$ cat src/rtl/bcd_conv_arbiter.sv
// -----------------------------------------------------------------------------
// bcd_conv_arbiter
//
// Shares one combinational 16-bit binary-to-BCD converter among NREQ (2..4)
// requesters. A requester is granted in IDLE, its operand is registered, the
// converter output is registered one cycle later, and the 5-digit result is
// offered with the requester index over a valid/ready handshake.
//
// Handshake: a result transfers on a rising edge where out_valid and out_ready
// are both high; out_valid stays high and every output holds until then.
// Requesters keep req and their operand stable until they see gnt (a
// combinational, one-cycle, one-hot pulse in the capture cycle).
//
// Build option:
//   BCD_ARB_ROUND_ROBIN_EN  defined   -> round-robin arbitration with pointer ptr
//                           undefined -> fixed priority, lowest index wins
//
// Ports:
//   clk, reset      clock, synchronous active-high reset
//   req   [NREQ]    per-requester request
//   bin   [16*NREQ] operands, requester i on bin[16*i+15:16*i]
//   gnt   [NREQ]    one-hot grant (combinational)
//   out_valid/out_ready  result handshake
//   out_id [2]      requester that owns the result
//   BCD_0..BCD_4    result digits, least to most significant
//   dbg_state_o [2] FSM state: 0 = IDLE, 1 = CONV, 2 = DONE
//   dbg_ptr_o   [2] round-robin pointer (0 when fixed priority)
// -----------------------------------------------------------------------------
module bcd_conv_arbiter #(
    parameter int NREQ = 4
) (
    input  logic                 clk,
    input  logic                 reset,
    input  logic [NREQ-1:0]      req,
    input  logic [16*NREQ-1:0]   bin,
    output logic [NREQ-1:0]      gnt,
    output logic                 out_valid,
    input  logic                 out_ready,
    output logic [1:0]           out_id,
    output logic [3:0]           BCD_0,
    output logic [3:0]           BCD_1,
    output logic [3:0]           BCD_2,
    output logic [3:0]           BCD_3,
    output logic [3:0]           BCD_4,
    output logic [1:0]           dbg_state_o,
    output logic [1:0]           dbg_ptr_o
);

    typedef enum logic [1:0] {
        IDLE = 2'd0,
        CONV = 2'd1,
        DONE = 2'd2
    } state_e;

    state_e      state_q, state_d;
    logic [15:0] op_q;
    logic [1:0]  id_q;
    logic [1:0]  out_id_q;
    logic [19:0] bcd_q;
    logic [19:0] conv_bcd;

    logic            any_req;
    logic [1:0]      win_id;
    logic [15:0]     win_op;
    logic [NREQ-1:0] win_oh;
    int              arb_start;
    int              arb_idx;

`ifdef BCD_ARB_ROUND_ROBIN_EN
    logic [1:0] ptr_q, ptr_d;
    int         ptr_nxt;

    assign arb_start = int'(ptr_q);

    // Pointer moves to the slot after the winner, wrapping at NREQ so it
    // never names a requester that does not exist.
    always_comb begin
        ptr_nxt = int'(win_id) + 1;
        if (ptr_nxt >= NREQ) begin
            ptr_nxt = 0;
        end
        ptr_d = 2'(ptr_nxt);
    end

    assign dbg_ptr_o = ptr_q;
`else
    assign arb_start = 0;
    assign dbg_ptr_o = 2'd0;
`endif

    // Scan requesters starting at arb_start; the first one asserting req wins.
    always_comb begin
        any_req = 1'b0;
        win_id  = 2'd0;
        win_op  = 16'd0;
        win_oh  = '0;
        arb_idx = 0;
        for (int k = 0; k < NREQ; k++) begin
            arb_idx = arb_start + k;
            if (arb_idx >= NREQ) begin
                arb_idx = arb_idx - NREQ;
            end
            if (!any_req && req[arb_idx]) begin
                any_req         = 1'b1;
                win_id          = 2'(arb_idx);
                win_op          = bin[16*arb_idx +: 16];
                win_oh[arb_idx] = 1'b1;
            end
        end
    end

    always_comb begin
        state_d = state_q;
        gnt     = '0;
        unique case (state_q)
            IDLE: begin
                if (any_req) begin
                    gnt     = win_oh;
                    state_d = CONV;
                end
            end
            CONV: state_d = DONE;
            DONE: begin
                if (out_ready) begin
                    state_d = IDLE;
                end
            end
            default: state_d = IDLE;
        endcase
        if (reset) begin
            gnt = '0;
        end
    end

    always_ff @(posedge clk) begin
        if (reset) begin
            state_q  <= IDLE;
            op_q     <= 16'd0;
            id_q     <= 2'd0;
            out_id_q <= 2'd0;
            bcd_q    <= 20'd0;
`ifdef BCD_ARB_ROUND_ROBIN_EN
            ptr_q    <= 2'd0;
`endif
        end else begin
            state_q <= state_d;
            if (state_q == IDLE && any_req) begin
                op_q  <= win_op;
                id_q  <= win_id;
`ifdef BCD_ARB_ROUND_ROBIN_EN
                ptr_q <= ptr_d;
`endif
            end
            if (state_q == CONV) begin
                bcd_q    <= conv_bcd;
                out_id_q <= id_q;
            end
        end
    end

    bin2bcd_16 u_conv (
        .bin_i (op_q),
        .bcd_o (conv_bcd)
    );

    assign out_valid   = (state_q == DONE);
    assign out_id      = out_id_q;
    assign BCD_0       = bcd_q[3:0];
    assign BCD_1       = bcd_q[7:4];
    assign BCD_2       = bcd_q[11:8];
    assign BCD_3       = bcd_q[15:12];
    assign BCD_4       = bcd_q[19:16];
    assign dbg_state_o = state_q;

endmodule

// -----------------------------------------------------------------------------
// bin2bcd_16: combinational double-dabble, 16-bit binary to 5 BCD digits.
//   bin_i [16]  binary operand
//   bcd_o [20]  digits, bcd_o[3:0] least significant
// -----------------------------------------------------------------------------
module bin2bcd_16 (
    input  logic [15:0] bin_i,
    output logic [19:0] bcd_o
);

    // Upper 20 bits accumulate digits, lower 16 bits hold the binary being
    // shifted in. A digit >= 5 gets +3 before each shift so it carries
    // correctly into the next decade after doubling.
    logic [35:0] sh;

    always_comb begin
        sh = {20'd0, bin_i};
        for (int i = 0; i < 16; i++) begin
            for (int d = 0; d < 5; d++) begin
                if (sh[16+4*d +: 4] >= 4'd5) begin
                    sh[16+4*d +: 4] = sh[16+4*d +: 4] + 4'd3;
                end
            end
            sh = sh << 1;
        end
        bcd_o = sh[35:16];
    end

endmodule

$ cat config.mk
export PLATFORM = sky130hd
export DESIGN_NAME = bcd_conv_arbiter
export DESIGN_NICKNAME = d
export VERILOG_FILES = /design/src/rtl/bcd_conv_arbiter.sv
export SDC_FILE = /design/constraint.sdc
export NUM_CORES = 1
export LEC_CHECK = 0
export CORE_ASPECT_RATIO = 0.6
export CORE_MARGIN = 2
export CORE_UTILIZATION = 60
export DETAILED_ROUTE_END_ITERATION = 16
export GPL_TIMING_DRIVEN = 0
export PLACE_DENSITY = 0.87
export SETUP_SLACK_MARGIN = 0.4
export SYNTH_ARGS = -nofsm -noshare
export SYNTH_HDL_FRONTEND = slang
export SYNTH_SLANG_ARGS = --single-unit
$ cat constraint.sdc
create_clock -name clk -period 25 [get_ports clk]
set_clock_uncertainty 0.15 [all_clocks]
set_input_delay 7.5 -clock clk [delete_from_list [all_inputs] [get_ports clk]]
set_output_delay 7.5 -clock clk [all_outputs]
set_load 0.05 [all_outputs]
==> impl_metrics.json <==
{
  "postRouteAntennaNets": 0,
  "die_area_mm2": 0.01267,
  "grt_pass1_vias": 7008,
  "rsz0062_at_grt": "no",
  "synth_cell_types": 114,
  "maxCapViolations": 0,
  "grt_pass1_wl_mm": 34.11,
  "ys.flop_type": "dfxtp_1",
  "cp.arrival_ns": 10.25,
  "die_w_um": 144.0,
  "dr.pass1.iters": 7,
  "async_flop_share": 0,
  "wire_per_inst_um": 16.57,
  "finalCritPeriodShare": 0.7161,
  "fin_crit_ns": 17.90,
  "layoutNonFillerInstCount": 1269,
  "avgSynthCellArea_um2": 7.043,
  "drive_gt1_frac": 0.08837,
  "post_cts_buffers": 0,
  "met3_usage": 0.06342,
  "yosysSeqAreaShare": 0.1191,
  "max_freq_mhz": 55.86,
  "worstPathMaxFanout": 10,
  "drv_slew": 0,
  "yosysTopAreaCell": "dfxtp_1",
  "worstMarginPinSlew_ns": 1.113,
  "viasPerCell": 6.520,
  "placed_cells": 1261,
  "startpoint_type": "input port",
  "dpl.hpwl_mm": 16.72,
  "slew_headroom": 0.2556,
  "cts_tree": "built",
  "cts_max_level": 2,
  "yosys-top-cells-count": "nor2_1 (112), nand2_1 (93), a21oi_1 (76)",
  "setup_viol": 0,
  "dieHeight_um": 88.01,
  "outcome": "complete, no violations",
  "required_ns": 17.35,
  "syn_inst": 1002,
  "ctsLongestPathBuffers": 2,
  "synth_seq_cells": 42,
  "core_mm2": 0.01137,
  "layout_setup_ws_ns": 7.097,
  "insertion_delay_ns": 0.28,
  "clk_pin_slew_ns": 0.06,
  "ios": 102,
  "hold_violations": 0,
  "vias": 8274,
  "start_util": 0.6205,
  "grt-ovfl-total": 0,
  "yosysWarnings": 0,
  "synth_enable_flop_cells": 0,
  "synthTopCellsByArea": "dfxtp_1 (12%), nor2_1 (6.0%), ha_1 (5.5%)",
  "holdCritPathClass": "flip-flop to flip-flop",
  "post-place-ws_ns": 7.183,
  "critPathKind": "input port to output port",
  "synth_top_area_frac": 0.1191,
  "synth.most_common_cell": "nor2_1",
  "syn_to_final_growth_pct": 18.88,
  "cts-resized-gates": 0,
  "drtIter0Drc": 746,
  "cts-root-buf": "clkbuf_16",
  "cp-end-kind": "output port",
  "hold_ws_ns": 0.3078,
  "setup_tns_ns": 0,
  "diodes": 0,
  "fin_nets": 1210,
  "rows": 30,
  "wl_mm": 21.02,
  "antenna_found_initial": 0,
  "use_met1": 0.5049,
  "io_buffers": 98,
  "clock-sinks": 42,
  "drcViolationCount": 0,
  "track_usage": 0.3278,
  "gp_congestion": 1.036,
  "numCtsBuffers": 5,
  "postCtsHoldBufs": 0,
  "synthesis.area_mm2": 0.007057,
  "grt.met2_usage": 0.4827,
  "grt_start_max_net_pins": 13,
  "num-fill-cells": 933,
  "busiest_layer": "met1"
}
[cell usage in the layout, fill, tap and decap left out, drive strengths merged, types with 6 or more instances in the layout]
cell             n
nor2           114
clkdlybuf4s50   98
nand2           94
a21oi           79
inv             61
o21ai           61
clkbuf          54
dfxtp           42
a211oi          40
ha              31
nor3            27
nand3           24
a22oi           22
a221oi          19
xnor2           19
nor4            17
nand2b          16
o211ai          16
mux2i           15
a21o            14
and3            14
nor2b           13
a31oi           12
buf             12
o22ai           11
or3             10
nand4           10
and2            10
mux2            10
o31ai           10
a311o            8
o221ai           8
a2111oi          8
a311oi           7
nand3b           6
a211o            6
[through the flow]
step,instance area (um2),util
floorplan,7061,-
global placement,8242,0.7246
detailed placement,8242,0.7246
CTS,8389,0.7376
global route,8389,0.7376
finish,8389,0.7376
[layout make-up]
type / count / area (um2) / area share
inverter: 65 / 245.2 / 0.02923
tap: 160 / 200.2 / 0.02386
clock inverter: 1 / 5.005 / 0.0005966
sequential: 42 / 840.8 / 0.1002
clock buffer: 7 / 142.6 / 0.01700
multi-input combinational: 837 / 5717 / 0.6814
buffer: 59 / 257.7 / 0.03072
timing repair buffer: 98 / 980.9 / 0.1169
[per-layer routing]
| metal | vias to the layer above | routed length (um) |
|---|---|---|
| met2 | 471 | 8379 |
| li1 | 4026 | - |
| met5 | - | 0 |
| met3 | 22 | 2358 |
| met1 | 3755 | 10140 |
| met4 | 0 | 142 |
[path summary, 6_finish.rpt]
| kind | cells past startpoint | from | to | slack, ns |
|---|---|---|---|---|
| worst max-delay path | 8 | req[1] | gnt[3] | 7.10 |
| worst min-delay path | 2 | bcd_q[13]$_SDFFE_PP0N_ | bcd_q[13]$_SDFFE_PP0N_ | 0.31 |
| worst max register to register | 58 | op_q[13]$_SDFFE_PP0P_ | bcd_q[18]$_SDFFE_PP0N_ | 11.29 |
| worst min register to register | 2 | bcd_q[13]$_SDFFE_PP0N_ | bcd_q[13]$_SDFFE_PP0N_ | 0.31 |
[state kept, by name (all words and copies together) (netlist names)]
signal and count:
bcd_q 20, id_q 2, out_id 2, op_q 16
dbg_state_o 2
[worst max-delay path, cell delays in order]
cell	delay, ns
clkdlybuf4s50_1	0.44
clkbuf_1	0.23
nor3_1	0.21
and2_1	0.15
clkbuf_1	0.26
clkbuf_1	0.44
and3_1	0.22
clkdlybuf4s50_1	0.80
[cells by family after synthesis]
| kind of cell | synth area share |
|---|---|
| and+or+nand+nor | 0.2551 |
| xor gates and xnor gates | 0.03848 |
| other | 0.0005314 |
| DFF | 0.1191 |
| adders and majority gates | 0.05496 |
| muxes | 0.04167 |
| AOI/OAI and AO/OA | 0.4188 |
| buffers and inverters | 0.07127 |
Power is left out: the tool's default activity adds up to more than one toggle a clock period on the data nets, which glitch-free logic cannot reach.
